**config.mk**
```make
export PLATFORM = sky130hd
export DESIGN_NAME = menu_config_multicampo
export DESIGN_NICKNAME = d
export VERILOG_FILES = /design/src/rtl/menu_config_multicampo.sv
export SDC_FILE = /design/constraint.sdc
export NUM_CORES = 1
export LEC_CHECK = 0
export CAP_MARGIN = 20
export CORE_ASPECT_RATIO = 1.4
export CORE_MARGIN = 2
export CORE_UTILIZATION = 60
export CTS_BUF_LIST = sky130_fd_sc_hd__clkbuf_8
export DETAILED_ROUTE_END_ITERATION = 16
export PLACE_DENSITY = 0.81
export SLEW_MARGIN = 25
export SYNTH_ARGS = -nofsm -noshare
export SYNTH_HDL_FRONTEND = slang
export SYNTH_SLANG_ARGS = --single-unit
```
**constraint.sdc**
```tcl
create_clock -name clock -period 4.45 [get_ports clock]
set_clock_uncertainty 0.1 [all_clocks]
set_input_delay 0.89 -clock clock [delete_from_list [all_inputs] [get_ports clock]]
set_output_delay 0.89 -clock clock [all_outputs]
set_load 0.01 [all_outputs]
```
**src/rtl/menu_config_multicampo.sv**
```systemverilog
// Multi-field configuration menu: one FSM walks NUM_CAMPOS fields with
// wrapping arrows, auto-repeat, enter to commit and back to revisit.
module menu_config_multicampo #(
  parameter int                          NUM_CAMPOS    = 4,
  parameter int                          CAMPO_W       = 2,
  parameter int                          OPT_W         = 4,
  parameter logic [NUM_CAMPOS*OPT_W-1:0] MAX_IDX       = 16'hF313,
  parameter int                          HOLD_CYCLES   = 25000000,
  parameter int                          REPEAT_CYCLES = 5000000
) (
  input  logic                          clock,
  input  logic                          reset,
  input  logic                          inicia_menu,
  input  logic                          right_arrow_pressed,
  input  logic                          left_arrow_pressed,
  input  logic                          enter_pressed,
  input  logic                          back_pressed,
  output logic                          menu_ativo,
  output logic [CAMPO_W-1:0]            campo,
  output logic [OPT_W-1:0]              opcao,
  // "config" is a reserved word in SystemVerilog, so the committed bus is config_bus
  output logic [NUM_CAMPOS*OPT_W-1:0]   config_bus,
  output logic [NUM_CAMPOS-1:0]         registra,
  output logic                          fim_menu,
  output logic [2:0]                    db_estado
);

  localparam logic [2:0] IDLE   = 3'd0;
  localparam logic [2:0] NAVEGA = 3'd1;
  localparam logic [2:0] COMMIT = 3'd2;
  localparam logic [2:0] FIM    = 3'd3;

  localparam int HOLD_W = $clog2(HOLD_CYCLES + 1);
  localparam int REP_W  = (REPEAT_CYCLES > 1) ? $clog2(REPEAT_CYCLES) : 1;

  localparam logic [HOLD_W-1:0]  HOLD_ULT   = HOLD_W'(HOLD_CYCLES - 1);
  localparam logic [HOLD_W-1:0]  HOLD_SAT   = HOLD_W'(HOLD_CYCLES);
  localparam logic [REP_W-1:0]   REP_ULT    = REP_W'(REPEAT_CYCLES - 1);
  localparam logic [CAMPO_W-1:0] CAMPO_ULT  = CAMPO_W'(NUM_CAMPOS - 1);

  logic [2:0]         estado;
  logic               prev_dir, prev_esq, prev_ent, prev_vol;
  logic [HOLD_W-1:0]  hold_cnt;
  logic [REP_W-1:0]   rep_cnt;

  logic               press_dir, press_esq, press_ent, press_vol;
  logic               seta_unica, passo;
  logic [OPT_W-1:0]   max_atual;

  function automatic logic [OPT_W-1:0] le_campo(
    input logic [NUM_CAMPOS*OPT_W-1:0] vet,
    input logic [CAMPO_W-1:0]          c
  );
    return vet[c*OPT_W +: OPT_W];
  endfunction

  function automatic logic [OPT_W-1:0] passo_dir(
    input logic [OPT_W-1:0] op,
    input logic [OPT_W-1:0] mx
  );
    return (op == mx) ? '0 : op + 1'b1;
  endfunction

  function automatic logic [OPT_W-1:0] passo_esq(
    input logic [OPT_W-1:0] op,
    input logic [OPT_W-1:0] mx
  );
    return (op == '0) ? mx : op - 1'b1;
  endfunction

  always_comb begin
    press_dir  = right_arrow_pressed & ~prev_dir;
    press_esq  = left_arrow_pressed  & ~prev_esq;
    press_ent  = enter_pressed       & ~prev_ent;
    press_vol  = back_pressed        & ~prev_vol;
    seta_unica = right_arrow_pressed ^ left_arrow_pressed;
    max_atual  = MAX_IDX[campo*OPT_W +: OPT_W];
    // hold_cnt saturates at HOLD_SAT once the first repeat has fired
    passo      = seta_unica &&
                 (press_dir || press_esq || (hold_cnt == HOLD_ULT) ||
                  ((hold_cnt == HOLD_SAT) && (rep_cnt == REP_ULT)));
  end

  assign menu_ativo = (estado == NAVEGA);
  assign db_estado  = estado;

  always_ff @(posedge clock) begin
    if (reset) begin
      estado     <= IDLE;
      campo      <= '0;
      opcao      <= '0;
      config_bus <= '0;
      registra   <= '0;
      fim_menu   <= 1'b0;
      prev_dir   <= 1'b0;
      prev_esq   <= 1'b0;
      prev_ent   <= 1'b0;
      prev_vol   <= 1'b0;
      hold_cnt   <= '0;
      rep_cnt    <= '0;
    end else begin
      prev_dir <= right_arrow_pressed;
      prev_esq <= left_arrow_pressed;
      prev_ent <= enter_pressed;
      prev_vol <= back_pressed;
      registra <= '0;
      fim_menu <= 1'b0;
      hold_cnt <= '0;
      rep_cnt  <= '0;

      case (estado)
        IDLE, FIM: begin
          if (inicia_menu) begin
            estado <= NAVEGA;
            campo  <= '0;
            opcao  <= le_campo(config_bus, '0);
          end
        end

        NAVEGA: begin
          if (inicia_menu) begin
            campo <= '0;
            opcao <= le_campo(config_bus, '0);
          end else if (press_ent) begin
            estado   <= COMMIT;
            registra <= NUM_CAMPOS'(1) << campo;
          end else if (press_vol) begin
            if (campo != '0) begin
              campo <= campo - 1'b1;
              opcao <= le_campo(config_bus, campo - 1'b1);
            end else begin
              estado <= IDLE;
            end
          end else if (seta_unica) begin
            if (passo)
              opcao <= right_arrow_pressed ? passo_dir(opcao, max_atual)
                                           : passo_esq(opcao, max_atual);
            if (press_dir || press_esq) begin
              hold_cnt <= HOLD_W'(1);
            end else if (hold_cnt != HOLD_SAT) begin
              hold_cnt <= hold_cnt + 1'b1;
            end else begin
              hold_cnt <= hold_cnt;
              rep_cnt  <= (rep_cnt == REP_ULT) ? '0 : rep_cnt + 1'b1;
            end
          end
        end

        COMMIT: begin
          config_bus[campo*OPT_W +: OPT_W] <= opcao;
          if (campo == CAMPO_ULT) begin
            estado   <= FIM;
            fim_menu <= 1'b1;
          end else begin
            estado <= NAVEGA;
            campo  <= campo + 1'b1;
            opcao  <= le_campo(config_bus, campo + 1'b1);
          end
        end

        default: estado <= IDLE;
      endcase
    end
  end

endmodule

```
==> results.yml, run 1 <==
status:
  status: "finished, final reports clean"
cells_and_area:
  final_nets: 528
  antennaDiodeCount: 0
  fin_util_pct: 71.4
  area_delta_synth_final_pct: 15.0
  drive_above_1_share_pct: 6.65
die:
  core_sq_um: 6610
  fp-row-count: 35
  io_pins: 38
  dieArea_sq_um: 7530
  die_y_microns: 102
  initial_utilization_pct: 62.1
  dieWidth_microns: 73.9
logic_synthesis:
  synth_top_area_cell: "dfxtp_1"
  synth.area.top_cells: "dfxtp_1 (39%), nor2_1 (7.4%), xor2_1 (6.0%)"
  synth-seq-cells: 81
  synth_area_per_cell_sq_um: 8.67
  yosys_warnings: 0
  netlist_top_cells_count: "dfxtp_1 (81), nor2_1 (81), nand2_1 (37), xor2_1 (28), nand3_1 (24)"
  async_reset_ff_share_pct: 0
  synth_edf_count: 0
  syn_inst: 474
  synth_top_cell_area_share_pct: 39.5
  ys.flop_type: "dfxtp_1"
  ys_seq_area_share_pct: 39.5
  yosysUniqueCellTypes: 62
  syn_nets: 496
  synth_area_sq_um: 4110
worst_setup_path:
  r2r-start: "campo[0]$_SDFFE_PP0P_"
  rr_endpoint: "opcao[2]$_SDFFE_PP0P_"
  critPathKind: "primary input to flip-flop"
  cp-end-kind: "flip-flop"
  worstPathMaxFanout: 25
  ff2ff_setup_slack_ns: 1.32
  r2r_cells: 6
  critPathRequiredTime_ns: 4.62
  cp.arrival_ns: 3.32
  critPathLaunchType: "primary input"
place:
  port_buffers: 36
  globalplace.congestion: 0.858
  dp_hpwl_microns: 6690
hold_path:
  hold-path-endpoint: "rep_cnt[0]$_SDFF_PP0_"
  min_from: "rep_cnt[0]$_SDFF_PP0_"
  hp-class: "flip-flop to flip-flop"
  hold_path_depth: 1
cts:
  ctsHoldBuffers: 0
  clock-sinks: 81
  cts_max_level: 3
  clockBufferDepth: 2
  clock_latency_ns: 0.35
  post_cts_buffers: 0
  ctsRootBufferMaster: "clkbuf_8"
  cts_made_buffers: 9
  cts_tree: "built"
  clk_pin_slew_worst_paths_ns: 0.08
  ctsResizeCount: 0
global_routing:
  grt_pass1_wl_microns: 15200
  grt_remaining_overflow: 0
  grt_max_degree: 30
  antenna_found_initial: 0
  grt_pass1_vias: 3435
  grt_usage_pct: 25.7
drt:
  antenna_left: 0
  avgViaCountPerCell: 5.92
  wire_per_inst_microns: 15.3
  totalWireLength_microns: 9220
  drt_iter0_drc: 169
  first_pass_iters: 4
  vias: 3571
  route.detailed.drc: 0
sta:
  tns_ns: 0
  rsz0062_at_grt: "false"
  fin_hold_ws_ns: 0.384
  worst_pin_slew_ns: 0.899
  post-route-period-util_pct: 70.7
  finalSetupViolCount: 0
  slew_violations: 0
  fin_crit_ns: 3.15
  fmax_mhz: 318
  finalHoldViolations: 0
  slew_headroom_pct: 40.0
power_and_ir_drop:
  ir_drop_mv: 0.267
  p_leak_nw: 1.55
  finalPower_mw: 1.82
  power.density_nw_per_um2: 384
job:
  maxCapViolCount: 0
## cell usage in the layout, fill, tap and decap left out, drive strengths merged, types with 3 or more instances in the layout
master and count:
nand3 25, xor2 28, clkbuf 10, dfxtp 81, mux2i 7, nor3 11, inv 21, nor4b 5
nor4 5, ha 15, a31oi 3, nor2 82, nand4 14, or3 4, and3 8, o221ai 3
and4 4, nand2 38, a221oi 4, clkdlybuf4s50 36, xnor2 17, a21oi 16, nand2b 4, a22oi 17
nor2b 7, a211oi 4, o21ai 6
## how the worst max path moves through the flow
| stage | startpoint | endpoint | slack [ns] | depth (start not counted) |
|---|---|---|---|---|
| global route | inicia_menu | rep_cnt[4]$_SDFF_PP0_ | 1.07 | 8 |
| CTS | inicia_menu | rep_cnt[8]$_SDFF_PP0_ | 1.28 | 8 |
| global placement | inicia_menu | rep_cnt[0]$_SDFF_PP0_ | 1.01 | 8 |
| floorplan | campo[0]$_SDFFE_PP0P_ | opcao[2]$_SDFFE_PP0P_ | 1.78 | 8 |
| finish | inicia_menu | rep_cnt[20]$_SDFF_PP0_ | 1.30 | 8 |
| detailed placement | inicia_menu | rep_cnt[17]$_SDFF_PP0_ | 0.90 | 8 |
## per-layer routing
layer / wire [microns] / track usage (%) / part of all wire, %
met5: 0 / 0 / 0
met4: 367 / 14.5 / 4.0
met3: 366 / 6.80 / 4.0
met2: 4760 / 45.9 / 52
met1: 3720 / 26.7 / 40
## kinds of logic after synthesis
kind of cell / after synthesis / synth area share, %
flip-flops: 81 / 39.5
adder cells (fa/ha/maj): 15 / 4.57
buffers and inverters: 35 / 3.35
other: 1 / 0.0913
AO/OA/AOI/OAI: 69 / 12.6
AND/OR/NAND/NOR: 217 / 26.9
multiplexers: 11 / 3.35
XOR/XNOR: 45 / 9.59
## cell type report
class | instances | area, sq um
fillers | 513 | 1890
clock buffers | 10 | 138
well taps | 92 | 115
multi-input cells | 358 | 2350
clock inverters | 6 | 58.8
inverters | 18 | 67.6
flip-flops and latches | 81 | 1620
repair buffers | 38 | 375
## worst max-delay path: stages
cell,delay (ns)
clkdlybuf4s50_1,0.51
nand2b_1,0.28
nor2_2,0.27
nand4_1,0.13
buf_4,0.23
nor2_1,0.12
nand3_1,0.59
nor2_1,0.28
## flip-flops by register name, indices dropped and copies added (netlist names)
signal      cells
prev_vol        1
opcao           4
prev_esq        1
campo           2
config_bus     16
prev_dir        1
rep_cnt        23
hold_cnt       25
db_estado       2
registra        4
fim_menu        1
prev_ent        1
## power by group
part	internal, mW	switching (mW)
clock network	0.272	0.258
registers	0.751	0.0761
logic	0.191	0.267
## through the flow
step	cell area [sq um]	setup slack [ns]	instances
finish	4720	1.30	603
CTS	4720	1.28	603
detailed placement	4530	0.904	587
global route	4720	1.07	603
global placement	4530	1.01	587
floorplan	4110	1.78	474
Power figures use the tool's default switching activity.
==> run 2, diff against run 1 <==
- CORE_UTILIZATION: 60 -> 59
- PLACE_DENSITY: 0.81 -> 0.8
- clock period: 4.45 -> 3.1 ns (I/O delays scaled with it)
==> run 2 against run 1 <==
Cell count increased by 1.0%. Flip-flop and latch count stayed put. Power is 44% higher. Sequential power grew 41%. Die area grew 1.6%. Worst hold slack got worse by 0.0070 ns. Design area grew 0.37%. Register-to-register slack worse by 0.58 ns. First-iteration DRC count fell by 11%. Critical endpoint is now opcao[2]. Largest cell class unchanged. Largest power group unchanged.
==> results.yml, run 2 (synthesized netlist as in run 1, its figures left out) <==
sta:
  rsz0062_at_grt: "false"
  finalHoldViolations: 0
  slew_headroom_pct: 50.7
  finalSetupViolCount: 0
  fmax_mhz: 404
  slew_violations: 0
  fin_crit_ns: 2.47
  tns_ns: 0
  post-route-period-util_pct: 79.8
  worst_pin_slew_ns: 0.730
worst_setup_path:
  path_buf_inv: 1
  critPathKind: "flip-flop to primary output"
  worstPathMaxFanout: 14
  worstSetupStartpoint: "opcao[2]$_SDFFE_PP0P_"
  cp-end-kind: "primary output"
  ff2ff_setup_slack_ns: 0.74
  critPathRequiredTime_ns: 2.38
  rr_endpoint: "opcao[0]$_SDFFE_PP0P_"
  cp_slowest_cell: "dfxtp_1"
  endpoint: "opcao[2]"
  cp_top_family: "flip-flops"
  r2r_cells: 7
  cp.arrival_ns: 1.75
  critPathLaunchType: "flip-flop"
  path_cells: "clkdlybuf4s50_1"
  r2r-start: "campo[1]$_SDFFE_PP0P_"
  slowest_delay_ns: 0.73
  worstSetupPathDepth: 1
cts:
  ctsResizeCount: 0
  cts_max_level: 3
  cts_tree: "built"
  cts_made_buffers: 9
  clock-sinks: 81
  post_cts_buffers: 0
  ctsRootBufferMaster: "clkbuf_8"
  clockBufferDepth: 2
  ctsHoldBuffers: 0
  clock_latency_ns: 0.36
  clk_pin_slew_worst_paths_ns: 0.08
die:
  io_pins: 38
  core_sq_um: 6850
  die_y_microns: 103
  dieArea_sq_um: 7660
  fp-row-count: 36
  initial_utilization_pct: 60.0
  dieWidth_microns: 74.5
power_and_ir_drop:
  power.density_nw_per_um2: 550
  p_leak_nw: 1.56
  power.net_switching_uw: 885
  power_frac_clock_pct: 29.1
  p_int_mw: 1.72
  ir_drop_mv: 0.454
  swShare_pct: 33.9
  p_seq_share_pct: 44.9
  combPwrFrac_pct: 26.0
drt:
  wire_per_inst_microns: 15.4
  drt_iter0_drc: 150
  antenna_left: 0
  first_pass_iters: 5
  totalWireLength_microns: 9360
  avgViaCountPerCell: 5.88
  vias: 3581
  route.detailed.drc: 0
global_routing:
  grt_pass1_vias: 3446
  grt_usage_pct: 26.1
  grt_remaining_overflow: 0
  antenna_found_initial: 0
  grt_max_degree: 30
  grt_pass1_wl_microns: 15500
place:
  port_buffers: 36
  dp.cells: 593
  globalplace.congestion: 0.903
  dp_hpwl_microns: 6740
status:
  status: "finished, final reports clean"
cells_and_area:
  fillers: 548
  multi_input_area_sq_um: 2350
  largest_register: "hold_cnt"
  final_nets: 531
  ff_latch_area_sq_um: 1620
  area_delta_synth_final_pct: 15.4
  drive_above_1_share_pct: 7.20
  antennaDiodeCount: 0
  top_regs: "hold_cnt (25), rep_cnt (23), config_bus (16)"
  final_cell_mix: "nor2_1 (81), dfxtp_1 (81), nand2_1 (37)"
  fin_util_pct: 69.3
  final_cell_count_no_fill: 609
  largest_reg_flops: 25
job:
  maxCapViolCount: 0
hold_path:
  hp-class: "flip-flop to flip-flop"
  hold_path_depth: 1
[run 2: how the worst min path moves through the flow]
stage | endpoint | slack, ns | from
after CTS | rep_cnt[0]$_SDFF_PP0_ | 0.38 | rep_cnt[0]$_SDFF_PP0_
after global placement | rep_cnt[0]$_SDFF_PP0_ | 0.34 | rep_cnt[0]$_SDFF_PP0_
after detailed placement | rep_cnt[0]$_SDFF_PP0_ | 0.36 | rep_cnt[0]$_SDFF_PP0_
after global routing | rep_cnt[0]$_SDFF_PP0_ | 0.42 | rep_cnt[0]$_SDFF_PP0_
after floorplan | rep_cnt[0]$_SDFF_PP0_ | 0.33 | rep_cnt[0]$_SDFF_PP0_
final | rep_cnt[0]$_SDFF_PP0_ | 0.38 | rep_cnt[0]$_SDFF_PP0_
[run 2: per-stage QoR]
step	total power [mW]	instance area [sq um]	hold slack, ns	worst slack [ns]
2_1_floorplan	1.63	4110	0.330	0.425
5_1_grt	2.73	4740	0.420	0.484
3_3_place_gp	1.84	4550	0.343	0.329
4_1_cts	2.60	4740	0.382	0.641
3_5_place_dp	1.86	4550	0.363	0.278
6_report	2.61	4740	0.377	0.628
[run 2: layer usage]
metal | up-vias | track usage [%] | wire, microns
li1 | 1746 | - | -
met1 | 1719 | 29.1 | 3830
met2 | 91 | 45.5 | 4850
met3 | 25 | 5.47 | 388
met4 | 0 | 14.7 | 287
met5 | - | 0 | 0
[run 2: power groups by stage]
stage	clock network, mW	logic [mW]	registers (mW)
finish	0.758	0.679	1.17
global route	0.809	0.739	1.18
CTS	0.769	0.667	1.17
detailed placement	0	0.664	1.19
global placement	0	0.649	1.19
floorplan	0	0.474	1.15
[run 2: area by class of cell]
type,count,area share (%)
multi-input cells,358,49.5
flip-flops and latches,81,34.2
repair buffers,41,8.39
clock buffers,9,2.61
well taps,95,2.51
inverters,18,1.42
clock inverters,7,1.35
==> run 3, diff against run 2 <==
- clock period: 3.1 -> 2.5 ns (I/O delays scaled with it)
==> run 3 against run 2 <==
Routed wire length is 3.3% higher. Power is 30% higher. Combinational power is 42% higher. Sequential power is 21% higher. Worst hold slack worse by 0.025 ns. Global-route usage is 0.69 points higher. Flip-flop and latch count stayed put. Count of clock-buffer cells in the layout is 2 higher. Sequential share of layout area is 1.0 points lower. Largest cell class unchanged. Highest routed layer unchanged.
==> results.yml, run 3 (synthesized netlist as in run 1, its figures left out) <==
place:
  dp_hpwl_microns: 7030
  globalplace.congestion: 0.827
  dpl_cell_area_sq_um: 4680
  port_buffers: 36
die:
  dieWidth_microns: 74.5
  dieArea_sq_um: 7660
  core_sq_um: 6850
  initial_utilization_pct: 60.0
  fp-row-count: 36
  die_y_microns: 103
  io_pins: 38
cells_and_area:
  area_delta_synth_final_pct: 19.2
  final_cell_mix: "nor2_1 (81), dfxtp_1 (79), nand2_1 (37)"
  largest_register: "hold_cnt"
  antennaDiodeCount: 0
  fillers: 572
  final_common_cell: "nor2_1"
  largest_reg_flops: 25
  top_regs: "hold_cnt (25), rep_cnt (23), config_bus (16)"
  fin_util_pct: 71.5
  final_nets: 546
  fin_area_sq_um: 4900
  drive_above_1_share_pct: 10.6
drt:
  wire_per_inst_microns: 15.5
  route.detailed.drc: 0
  first_pass_iters: 5
  drt_iter0_drc: 236
  avgViaCountPerCell: 5.72
  antenna_left: 0
  vias: 3570
  totalWireLength_microns: 9670
sta:
  slew_headroom_pct: 59.5
  slew_violations: 0
  post-route-period-util_pct: 94.1
  worst_pin_slew_ns: 0.598
  finalSetupViolCount: 0
  fin_crit_ns: 2.35
  finalHoldViolations: 0
  fmax_mhz: 425
  fin_hold_ws_ns: 0.352
  rsz0062_at_grt: "false"
  tns_ns: 0
global_routing:
  grt_pass1_vias: 3447
  grt_remaining_overflow: 0
  grt_max_degree: 30
  grt_pass1_wl_microns: 15800
  grt_usage_pct: 26.8
  antenna_found_initial: 0
worst_setup_path:
  path_cells: "ha_1 -> clkdlybuf4s50_1"
  r2r_cells: 9
  critPathKind: "flip-flop to primary output"
  slowest_delay_ns: 0.60
  critPathLaunchType: "flip-flop"
  cp_slowest_cell: "clkdlybuf4s50_1"
  cp.arrival_ns: 1.75
  critPathRequiredTime_ns: 1.90
  cp-end-kind: "primary output"
  worstPathMaxFanout: 8
power_and_ir_drop:
  ir_drop_mv: 0.512
  p_leak_nw: 1.64
  finalPower_mw: 3.39
  power.density_nw_per_um2: 693
cts:
  cts_tree: "built"
  clockBufferDepth: 2
  clock-sinks: 81
  cts_max_level: 3
  ctsHoldBuffers: 0
  ctsRootBufferMaster: "clkbuf_8"
  clk_pin_slew_worst_paths_ns: 0.08
  cts_made_buffers: 9
  clock_latency_ns: 0.36
status:
  status: "finished, final reports clean"
hold_path:
  hold_path_depth: 1
  hp-class: "flip-flop to flip-flop"
job:
  maxCapViolCount: 0
run 3: power by group:
part | switching (mW) | leakage (nW) | internal [mW]
sequential | 0.0797 | 0.655 | 1.34
clock | 0.492 | 0.102 | 0.521
combinational | 0.548 | 0.883 | 0.414
run 3: routing by layer:
metal  track usage (%)  wire [microns]
met4              15.2             330
met5                 0               0
met1              29.2            3840
met3              5.87             411
met2              47.2            5090
run 3: critical path: cells and delay by family, from the launching register on:
kind	cells	cell delay, ns
buffers and inverters	1	0.60
flip-flops	1	0.43
adder cells (fa/ha/maj)	1	0.36
run 3: cell type report:
type,count,area (sq um),share of cell area (%)
timing repair buffer,56,523,10.7
clock buffer,11,151,3.09
clock inverter,5,62.6,1.28
inverter,18,67.6,1.38
tap,95,119,2.43
sequential,81,1620,33.2
multi-input combinational,358,2350,48.0
run 3: worst paths after layout:
check                                 start                endpoint  slack [ns]
setup / recovery  db_estado[0]$_SDFFE_PP0P_              menu_ativo        0.15
hold reg to reg       campo[0]$_SDFFE_PP0P_  registra[0]$_SDFF_PP0_        0.35
setup reg to reg  db_estado[0]$_SDFFE_PP0P_   opcao[0]$_SDFFE_PP0P_        0.21
hold / removal        campo[0]$_SDFFE_PP0P_  registra[0]$_SDFF_PP0_        0.35
run 3: what timing repair did:
action	4_1_cts	5_1_grt
buffers inserted	0	0
endpoints found under the setup margin	0	2
resized for setup	0	1
hold endpoints to repair	0	0
run 3: metrics by stage:
step / worst slack, ns / instances
after global placement: -0.0396 / 608
after global routing: 0.0222 / 624
after detailed placement: -0.0598 / 608
after CTS: 0.155 / 624
after floorplan: 0.0848 / 474
final: 0.147 / 624
